--- src/rtl/aib_mac_link_pkg.sv ---
// Shared types for the AIB MAC-side link bring-up controller.
// State encoding is visible on state_o, so the values are fixed.
package aib_mac_link_pkg;

    localparam int DROP_CNT_W = 8;

    typedef enum logic [2:0] {
        ST_IDLE    = 3'd0,
        ST_RST_DLY = 3'd1,
        ST_MAC_RDY = 3'd2,
        ST_LOCK    = 3'd3,
        ST_ALIGN   = 3'd4,
        ST_UP      = 3'd5,
        ST_FAIL    = 3'd6
    } link_state_e;

    typedef struct packed {
        logic adapter_rstn;
        logic mac_rdy;
        logic lock_req;
        logic data_en;
    } link_out_t;

    function automatic link_out_t decode_outputs(input link_state_e st);
        link_out_t o;
        o.adapter_rstn = st inside {ST_MAC_RDY, ST_LOCK, ST_ALIGN, ST_UP, ST_FAIL};
        o.mac_rdy      = st inside {ST_MAC_RDY, ST_LOCK, ST_ALIGN, ST_UP};
        o.lock_req     = st inside {ST_LOCK, ST_ALIGN, ST_UP};
        o.data_en      = (st == ST_UP);
        return o;
    endfunction

endpackage

--- src/rtl/aib_mac_sync2.sv ---
// Parameterized-width two-flop synchronizer, asynchronous active-low reset.
module aib_mac_sync2 #(
    parameter int W = 1
) (
    input  logic         clk,
    input  logic         rst_n,
    input  logic [W-1:0] d,
    output logic [W-1:0] q
);

    logic [W-1:0] meta_q;
    logic [W-1:0] sync_q;

    always_ff @(posedge clk or negedge rst_n) begin
        if (!rst_n) begin
            meta_q <= '0;
            sync_q <= '0;
        end else begin
            meta_q <= d;
            sync_q <= meta_q;
        end
    end

    assign q = sync_q;

endmodule

--- src/rtl/aib_mac_link_ctrl.sv ---
// MAC-side channel bring-up FSM: reset delay, MAC ready, DCC/DLL lock, RX
// alignment, then data enable; tracks timeouts and link drops.
module aib_mac_link_ctrl
    import aib_mac_link_pkg::*;
#(
    parameter int RSTN_DLY = 16,
    parameter int TIMEOUT  = 4096,
    parameter int CNTW     = $clog2(((RSTN_DLY > TIMEOUT) ? RSTN_DLY : TIMEOUT) + 1)
) (
    input  logic                  m_wr_clk,
    input  logic                  rst_n,
    input  logic                  i_conf_done,
    input  logic                  por,
    input  logic                  i_retrain,
    input  logic                  fs_mac_rdy,
    input  logic                  tx_transfer_en,
    input  logic                  rx_transfer_en,
    input  logic                  rx_align_done,
    output logic                  ns_adapter_rstn,
    output logic                  ns_mac_rdy,
    output logic                  tx_dcc_dll_lock_req,
    output logic                  rx_dcc_dll_lock_req,
    output logic                  data_en,
    output logic                  link_fail,
    output logic [DROP_CNT_W-1:0] link_drop_cnt,
    output logic [2:0]            state_o
);

    localparam logic [CNTW-1:0] RST_LAST = CNTW'(RSTN_DLY - 1);
    localparam logic [CNTW-1:0] TO_LAST  = CNTW'(TIMEOUT - 1);

    logic [3:0] async_in, sync_in;
    logic       s_fs_rdy, s_tx_en, s_rx_en, s_align;

    assign async_in = {rx_align_done, rx_transfer_en, tx_transfer_en, fs_mac_rdy};

    aib_mac_sync2 #(.W(4)) u_sync (
        .clk   (m_wr_clk),
        .rst_n (rst_n),
        .d     (async_in),
        .q     (sync_in)
    );

    assign {s_align, s_rx_en, s_tx_en, s_fs_rdy} = sync_in;

    link_state_e           state_q, state_d;
    logic [CNTW-1:0]       cnt_q, cnt_d;
    logic                  fail_q, fail_d;
    logic [DROP_CNT_W-1:0] drop_q, drop_d;
    link_out_t             out_q, out_d;
    logic                  wait_ok;
    link_state_e           wait_nxt;

    // Exit condition and successor for the three timed wait states.
    always_comb begin
        wait_ok  = 1'b0;
        wait_nxt = ST_FAIL;
        case (state_q)
            ST_MAC_RDY: begin wait_ok = s_fs_rdy;            wait_nxt = ST_LOCK;  end
            ST_LOCK:    begin wait_ok = s_tx_en && s_rx_en;  wait_nxt = ST_ALIGN; end
            ST_ALIGN:   begin wait_ok = s_align;             wait_nxt = ST_UP;    end
            default:    ;
        endcase
    end

    always_comb begin
        state_d = state_q;
        cnt_d   = cnt_q;
        fail_d  = fail_q;
        drop_d  = drop_q;
        if (!i_conf_done || por) begin
            state_d = ST_IDLE;
            cnt_d   = '0;
            fail_d  = 1'b0;
        end else if (i_retrain && state_q != ST_IDLE && state_q != ST_RST_DLY) begin
            state_d = ST_RST_DLY;
            cnt_d   = '0;
            fail_d  = 1'b0;
        end else begin
            case (state_q)
                ST_IDLE: begin
                    state_d = ST_RST_DLY;
                    cnt_d   = '0;
                end
                ST_RST_DLY: begin
                    if (cnt_q == RST_LAST) begin
                        state_d = ST_MAC_RDY;
                        cnt_d   = '0;
                    end else begin
                        cnt_d = cnt_q + CNTW'(1);
                    end
                end
                // Exit is tested before the timeout so a same-cycle race advances.
                ST_MAC_RDY, ST_LOCK, ST_ALIGN: begin
                    if (wait_ok) begin
                        state_d = wait_nxt;
                        cnt_d   = '0;
                    end else if (cnt_q == TO_LAST) begin
                        state_d = ST_FAIL;
                        cnt_d   = '0;
                        fail_d  = 1'b1;
                    end else begin
                        cnt_d = cnt_q + CNTW'(1);
                    end
                end
                ST_UP: begin
                    if (!(s_fs_rdy && s_tx_en && s_rx_en)) begin
                        state_d = ST_RST_DLY;
                        cnt_d   = '0;
                        if (drop_q != '1) drop_d = drop_q + DROP_CNT_W'(1);
                    end
                end
                ST_FAIL: ;
                default: begin
                    state_d = ST_IDLE;
                    cnt_d   = '0;
                end
            endcase
        end
    end

    assign out_d = decode_outputs(state_d);

    always_ff @(posedge m_wr_clk or negedge rst_n) begin
        if (!rst_n) begin
            state_q <= ST_IDLE;
            cnt_q   <= '0;
            fail_q  <= 1'b0;
            drop_q  <= '0;
            out_q   <= '0;
        end else begin
            state_q <= state_d;
            cnt_q   <= cnt_d;
            fail_q  <= fail_d;
            drop_q  <= drop_d;
            out_q   <= out_d;
        end
    end

    assign ns_adapter_rstn     = out_q.adapter_rstn;
    assign ns_mac_rdy          = out_q.mac_rdy;
    assign tx_dcc_dll_lock_req = out_q.lock_req;
    assign rx_dcc_dll_lock_req = out_q.lock_req;
    assign data_en             = out_q.data_en;
    assign link_fail           = fail_q;
    assign link_drop_cnt       = drop_q;
    assign state_o             = state_q;

endmodule

--- config.mk ---
export PLATFORM = sky130hd
export DESIGN_NAME = aib_mac_link_ctrl
export DESIGN_NICKNAME = d
export VERILOG_FILES = /design/src/rtl/aib_mac_link_pkg.sv /design/src/rtl/aib_mac_sync2.sv /design/src/rtl/aib_mac_link_ctrl.sv
export SDC_FILE = /design/constraint.sdc
export NUM_CORES = 1
export LEC_CHECK = 0
export BUFFER_PORTS_ARGS = -buffer_cell sky130_fd_sc_hd__buf_4
export CAP_MARGIN = 20
export CORE_ASPECT_RATIO = 0.9
export CORE_MARGIN = 2
export CORE_UTILIZATION = 30
export DETAILED_ROUTE_END_ITERATION = 8
export SYNTH_ARGS = -nofsm -noshare
export SYNTH_HDL_FRONTEND = slang
export SYNTH_SLANG_ARGS = --single-unit
export TNS_END_PERCENT = 30
--- constraint.sdc ---
create_clock -name m_wr_clk -period 2.55 [get_ports m_wr_clk]
set_clock_uncertainty 0.15 [all_clocks]
set_input_delay 0.1275 -clock m_wr_clk [delete_from_list [all_inputs] [get_ports m_wr_clk]]
set_output_delay 0.1275 -clock m_wr_clk [all_outputs]
set_load 0.005 [all_outputs]
After elaboration in Yosys (flattened, before gate mapping)
Cells that the tools add are included.

storage, ports and cells
  flip-flop bits (word level) = 37
  bits in latches = 0
  memory bits (writable) = 0
  bits in read-only memories = 0
  input port bits = 9
  output and inout port bits = 17
  word-level logic and storage cells = 72
  memories kept = 0

operators by class
  $add $sub $neg = 2
  multipliers = 0
  div/mod/pow operators = 0
  magnitude comparators = 0
  equal/unequal tests = 18
  shift operators = 0
  muxes and demuxes = 21
  bitwise operators = 3
  reductions and logical operators = 18

operator list
  cell                                                               number
  13-bit 2-to-1 mux                                                  6
  13-bit one-hot mux with 4 select lines                             1
  3-bit == test, second input constant                               6
  3-bit 2-to-1 mux                                                   6
  3-bit one-hot mux with 5 select lines                              1
  13-bit by 1-bit adder with 13-bit output, second input constant    1
  13-bit by 12-bit == test with 1-bit output, second input constant  1
  13-bit by 4-bit == test with 1-bit output, second input constant   1
  3-bit by 2-bit == test with 1-bit output, second input constant    4
  3-bit nonzero test                                                 4
  3-bit one-hot mux with 3 select lines                              1
  8-bit by 1-bit adder with 8-bit output, second input constant      1
  8-bit != test, second input constant                               1
  3-bit by 1-bit != test with 1-bit output, second input constant    2
  1-bit logical AND                                                  5
  1-bit 2-to-1 mux                                                   5
  5-bit AND reduction                                                1
  5-bit nonzero test                                                 1
  4-bit != test, second input constant                               1
  4-bit nonzero test                                                 1
  3-bit by 1-bit == test with 1-bit output, second input constant    1
  3-bit logical NOT                                                  1
  3-bit != test, second input constant                               1
  1-bit inverter                                                     3
  6 further kinds                                                    6

Logic depth before layout (Yosys ltp)
  word-level depth = 8
  gate-level depth with buffers = 8
  mapped depth without buffers = 7

Hierarchy
From an unflattened synthesis, not the netlist that was laid out.

second synthesis, totals
  cells, all modules = 193
  area total of the unflattened synthesis = 1,885.6 um^2

by module, submodules not included
  module             instances  cells each  area each (um^2)  sequential area each (um^2)
  aib_mac_link_ctrl  1          185         1,685.4           725.7
  aib_mac_sync2      1          8           200.2             200.2

Worst setup path after synthesis
OpenSTA, ideal clock, no wires.

  path type = register to register
  from = register cnt_q[5]
  to = register cnt_q[3]
  setup time = 0.121 ns
  data arrival time = 2.038 ns
  required time = 2.279 ns
  slack = 0.241 ns
  stages on the path, launching flop included = 7
  buffers on the path = 1
  clock period less this slack = 2.309 ns
  path through = dfrtp_1 > or4_1 > or4_1 > a2bb2oi_2 > nor2_2 > buf_6 > a22o_1

on the way
  word-level cells in the longest chain between the ends = 6
  elaborated cells on any way between the ends = 8
  classes of those cells = 2 x eq/ne; 6 x mux

RTL lines
  element                                     RTL line                  text
  start: declaration                          aib_mac_link_ctrl.sv:47   logic [CNTW-1:0] cnt_q, cnt_d;
  start signal: assignment                    aib_mac_link_ctrl.sv:133  cnt_q <= cnt_d;
  13-bit by 12-bit == test with 1-bit output  aib_mac_link_ctrl.sv:98   end else if (cnt_q == TO_LAST) begin
  13-bit 2-to-1 mux                           aib_mac_link_ctrl.sv:98
  13-bit 2-to-1 mux                           aib_mac_link_ctrl.sv:95   if (wait_ok) begin
  13-bit one-hot mux with 4 select lines (*)  aib_mac_link_ctrl.sv:80   case (state_q)
  13-bit 2-to-1 mux (*)                       aib_mac_link_ctrl.sv:75   end else if (i_retrain && state_q != ST_IDLE && state_q != ST_RST_DLY) begin
  13-bit 2-to-1 mux (*)                       aib_mac_link_ctrl.sv:71   if (!i_conf_done || por) begin

Every way passes the cells marked *; elsewhere a longest branch is shown, timed or not.
A chain may end at the register's enable or synchronous reset.

Worst setup path after layout
Same ends and word-level chain as after synthesis.

==> flow_summary.toml <==
[status]
status = "completed"

[clock_network]
clockRootBuffer = "clkbuf_8"
cts.htree.levels = 2
post-cts-setup-buffer-count = 0
worstSkewPairLatency_ns = 0.29
cts_made_buffers = 5
cts_buffer_depth = 2
clock-sinks = 37
path_clk_slew_ns = 0.07
cts_tree = "yes"

[synth]
ys_types = 39
ys_warn_count = 0
netlist_area_um2 = 1808
syn_inst = 176
synth-seq-cells = 37
synthesis.nets = 187
yosys.area.top_type_share_pct = 51.21
synth.top_cells.by_area = "dfrtp_1 (51%), a22o_1 (3.9%), nand2_1 (3.7%)"
synth_area_per_cell_um2 = 10.27
synth_top_area_cell = "dfrtp_1"
ys_seq_area_share_pct = 51.21

[grt]
grt.total_usage_pct = 12.14
grt_pass1_wl_um = 6437
grt_max_degree = 38
antenna_found_initial = 0
overflow = 0
grt_pass1_vias = 1362

[floorplan]
die_width_um = 85.83
dieArea_um2 = 6664
num_rows = 26
initial_utilization_pct = 31.40
die_h_um = 77.65
core_um2 = 5758
ios = 26

[min_path]
hold_path.class = "in -> reg"
whs_endpoint = "link_fail"
min_from = "i_retrain"
min_path_cells = 4

[layout]
nets = 224
drive_gt1_share_pct = 21.03
final_common_cell = "dfrtp_1"
nFillCells = 572
final_util_pct = 39.07
mostFrequentLayoutCells = "dfrtp_1 (37), buf_4 (32), nand2_1 (18)"
antenna_cells = 0
syn2layout_area_growth_pct = 24.43

[worst_setup_path]
reg2regPathDepth = 6
critPathMostFrequentCell = "or4_1"
crit_arrival_ns = 2.46
worstPathMaxFanout = 15
crit_path_end_kind = "flop"
r2r_end = "cnt_q[3]"
worstSetupPathType = "reg -> reg"
r2r_start = "cnt_q[5]"
reg2reg_slack_ns = 0.12
slowest_stage = "or4_1"
worstPathRequired_ns = 2.58
slowest_delay_ns = 0.57
cp-start-kind = "flop"
crit_family = "simple AND/OR/NAND/NOR gates"
critPathBufInv = 0
cp_cell_sequence = "or4_1 -> or4_1 -> a2bb2oi_2 -> nor2_2 -> a21o_1 -> a22o_1"

[sta]
hold_viol_final = 0
fin_crit_sh_pct = 95.11
slew_violations = 0
max_freq_mhz = 412.3
min_period_ns = 2.425
rsz0062_at_grt = "no"
setup_violations = 0
tightestPinTransition_ns = 0.5828
slew-limit-headroom_pct = 61.10
setup-tns-final_ns = 0

[job]
max_cap_violations = 0

[placement]
place_hpwl_um = 2680
globalplace.congestion = 0.8300
port_buffers = 25

[detailed_routing]
viasPerCell = 5.063
initialDrtViolationCount = 119
wirelength_um = 3710
via_count = 1438
drc = 0
wire_per_inst_um = 13.06
ant_nets = 0
drt_pre_antenna_iters = 7

[power]
leakagePower_nw = 1.054
p_per_area_nw_per_um2 = 485.2
ir_worst_vdd_mv = 0.2553
-- worst min-delay path, delay by kind of cell --
kind | cells | cell delay [ns]
AND/OR/NAND/NOR | 1 | 0.09
buffers and inverters | 1 | 0.09
AO/OA/AOI/OAI | 2 | 0.23
-- power by group --
part	switching (W)	total [W]	internal (W)	leakage [nW]
Sequential	0.00000537	0.000599	0.000594	0.497
Clock	0.000198	0.000442	0.000244	0.0542
Combinational	0.0000276	0.0000503	0.0000227	0.502
-- Yosys cell counts (all sizes together) --
cell type	count
mux2i	3
and3	4
nor2b	3
nand2b	8
a211oi	3
and2	1
mux2	2
nor4b	1
o41ai	1
inv	2
a22oi	1
o21a	2
buf	3
and4	3
xnor2	7
o21ai	4
or4	3
nor2	12
nor3	4
or3	3
nand3	12
a21oi	7
a2bb2oi	1
ha	2
a31oi	1
clkbuf	4
o31a	2
nand4	4
nand2	18
a21o	3
nand3b	1
nor4	2
xor2	4
dfrtp	37
a22o	8
-- state kept, by name, indices dropped and copies added, names as in the netlist --
| signal | cells |
|---|---|
| data_en | 1 |
| link_fail | 1 |
| ns_adapter_rstn | 1 |
| rx_dcc_dll_lock_req | 1 |
| state_o | 3 |
| u_sync.meta_q | 4 |
| ns_mac_rdy | 1 |
| link_drop_cnt | 8 |
| u_sync.q | 4 |
| cnt_q | 13 |
-- worst max path at each step --
stage / from / endpoint / slack [ns] / cells past startpoint
3_3_place_gp: cnt_q[5] / cnt_q[10] / 0.18 / 6
4_1_cts: cnt_q[5] / cnt_q[3] / 0.13 / 6
3_5_place_dp: cnt_q[5] / cnt_q[10] / 0.13 / 6
2_1_floorplan: cnt_q[5] / cnt_q[3] / 0.24 / 6
5_1_grt: state_o[2] / cnt_q[12] / 0.006 / 7
6_report: cnt_q[5] / cnt_q[3] / 0.12 / 6
-- area by class of cell --
class	count	area, um2	area share [%]
Sequential cell	37	925.9	41.16
Multi-Input combinational cell	130	837.1	37.21
Timing Repair Buffer	37	290.3	12.90
Clock buffer	7	96.34	4.283
Tap cell	70	87.58	3.893
Inverter	2	7.507	0.3337
Clock inverter	1	5.005	0.2225
-- logic make-up (layout without fill, tap and decap cells) --
| logic type | count (synthesis) | after routing | synth area share (%) |
|---|---|---|---|
| compound gates | 33 | 33 | 13.29 |
| fa+ha+maj | 2 | 2 | 1.384 |
| mux | 5 | 5 | 2.907 |
| flops | 37 | 37 | 51.21 |
| simple gates | 79 | 79 | 23.39 |
| buf+inv | 9 | 47 | 2.491 |
| xor+xnor | 11 | 11 | 5.329 |
-- layer usage --
metal	vias up	share of wire (%)	GRT usage, %	wire (um)
li1	710	-	-	-
met2	31	43	16.80	1584
met1	690	51	17.37	1901
met4	0	2.2	6.984	82
met3	7	3.8	2.553	142
met5	-	0	0	0
-- repair_timing --
item | CTS | global route
hold buffers | 5 | 0
endpoints found under the hold margin | 41 | 0
resized for setup | 0 | 0
-- metrics by stage --
stage | total power (W) | hold slack (ns) | instance area [um2] | std cells | worst slack [ns]
2_1_floorplan | 0.0006260 | -0.3181 | 1808 | 176 | 0.2409
5_1_grt | 0.001153 | 0.1345 | 2250 | 284 | 0.005614
3_3_place_gp | 0.0006555 | -0.03064 | 2098 | 271 | 0.1829
4_1_cts | 0.001111 | 0.1176 | 2250 | 284 | 0.1316
3_5_place_dp | 0.0006559 | -0.03112 | 2098 | 271 | 0.1344
6_report | 0.001092 | 0.1266 | 2250 | 284 | 0.1248
(Power assumes the default switching activity.)
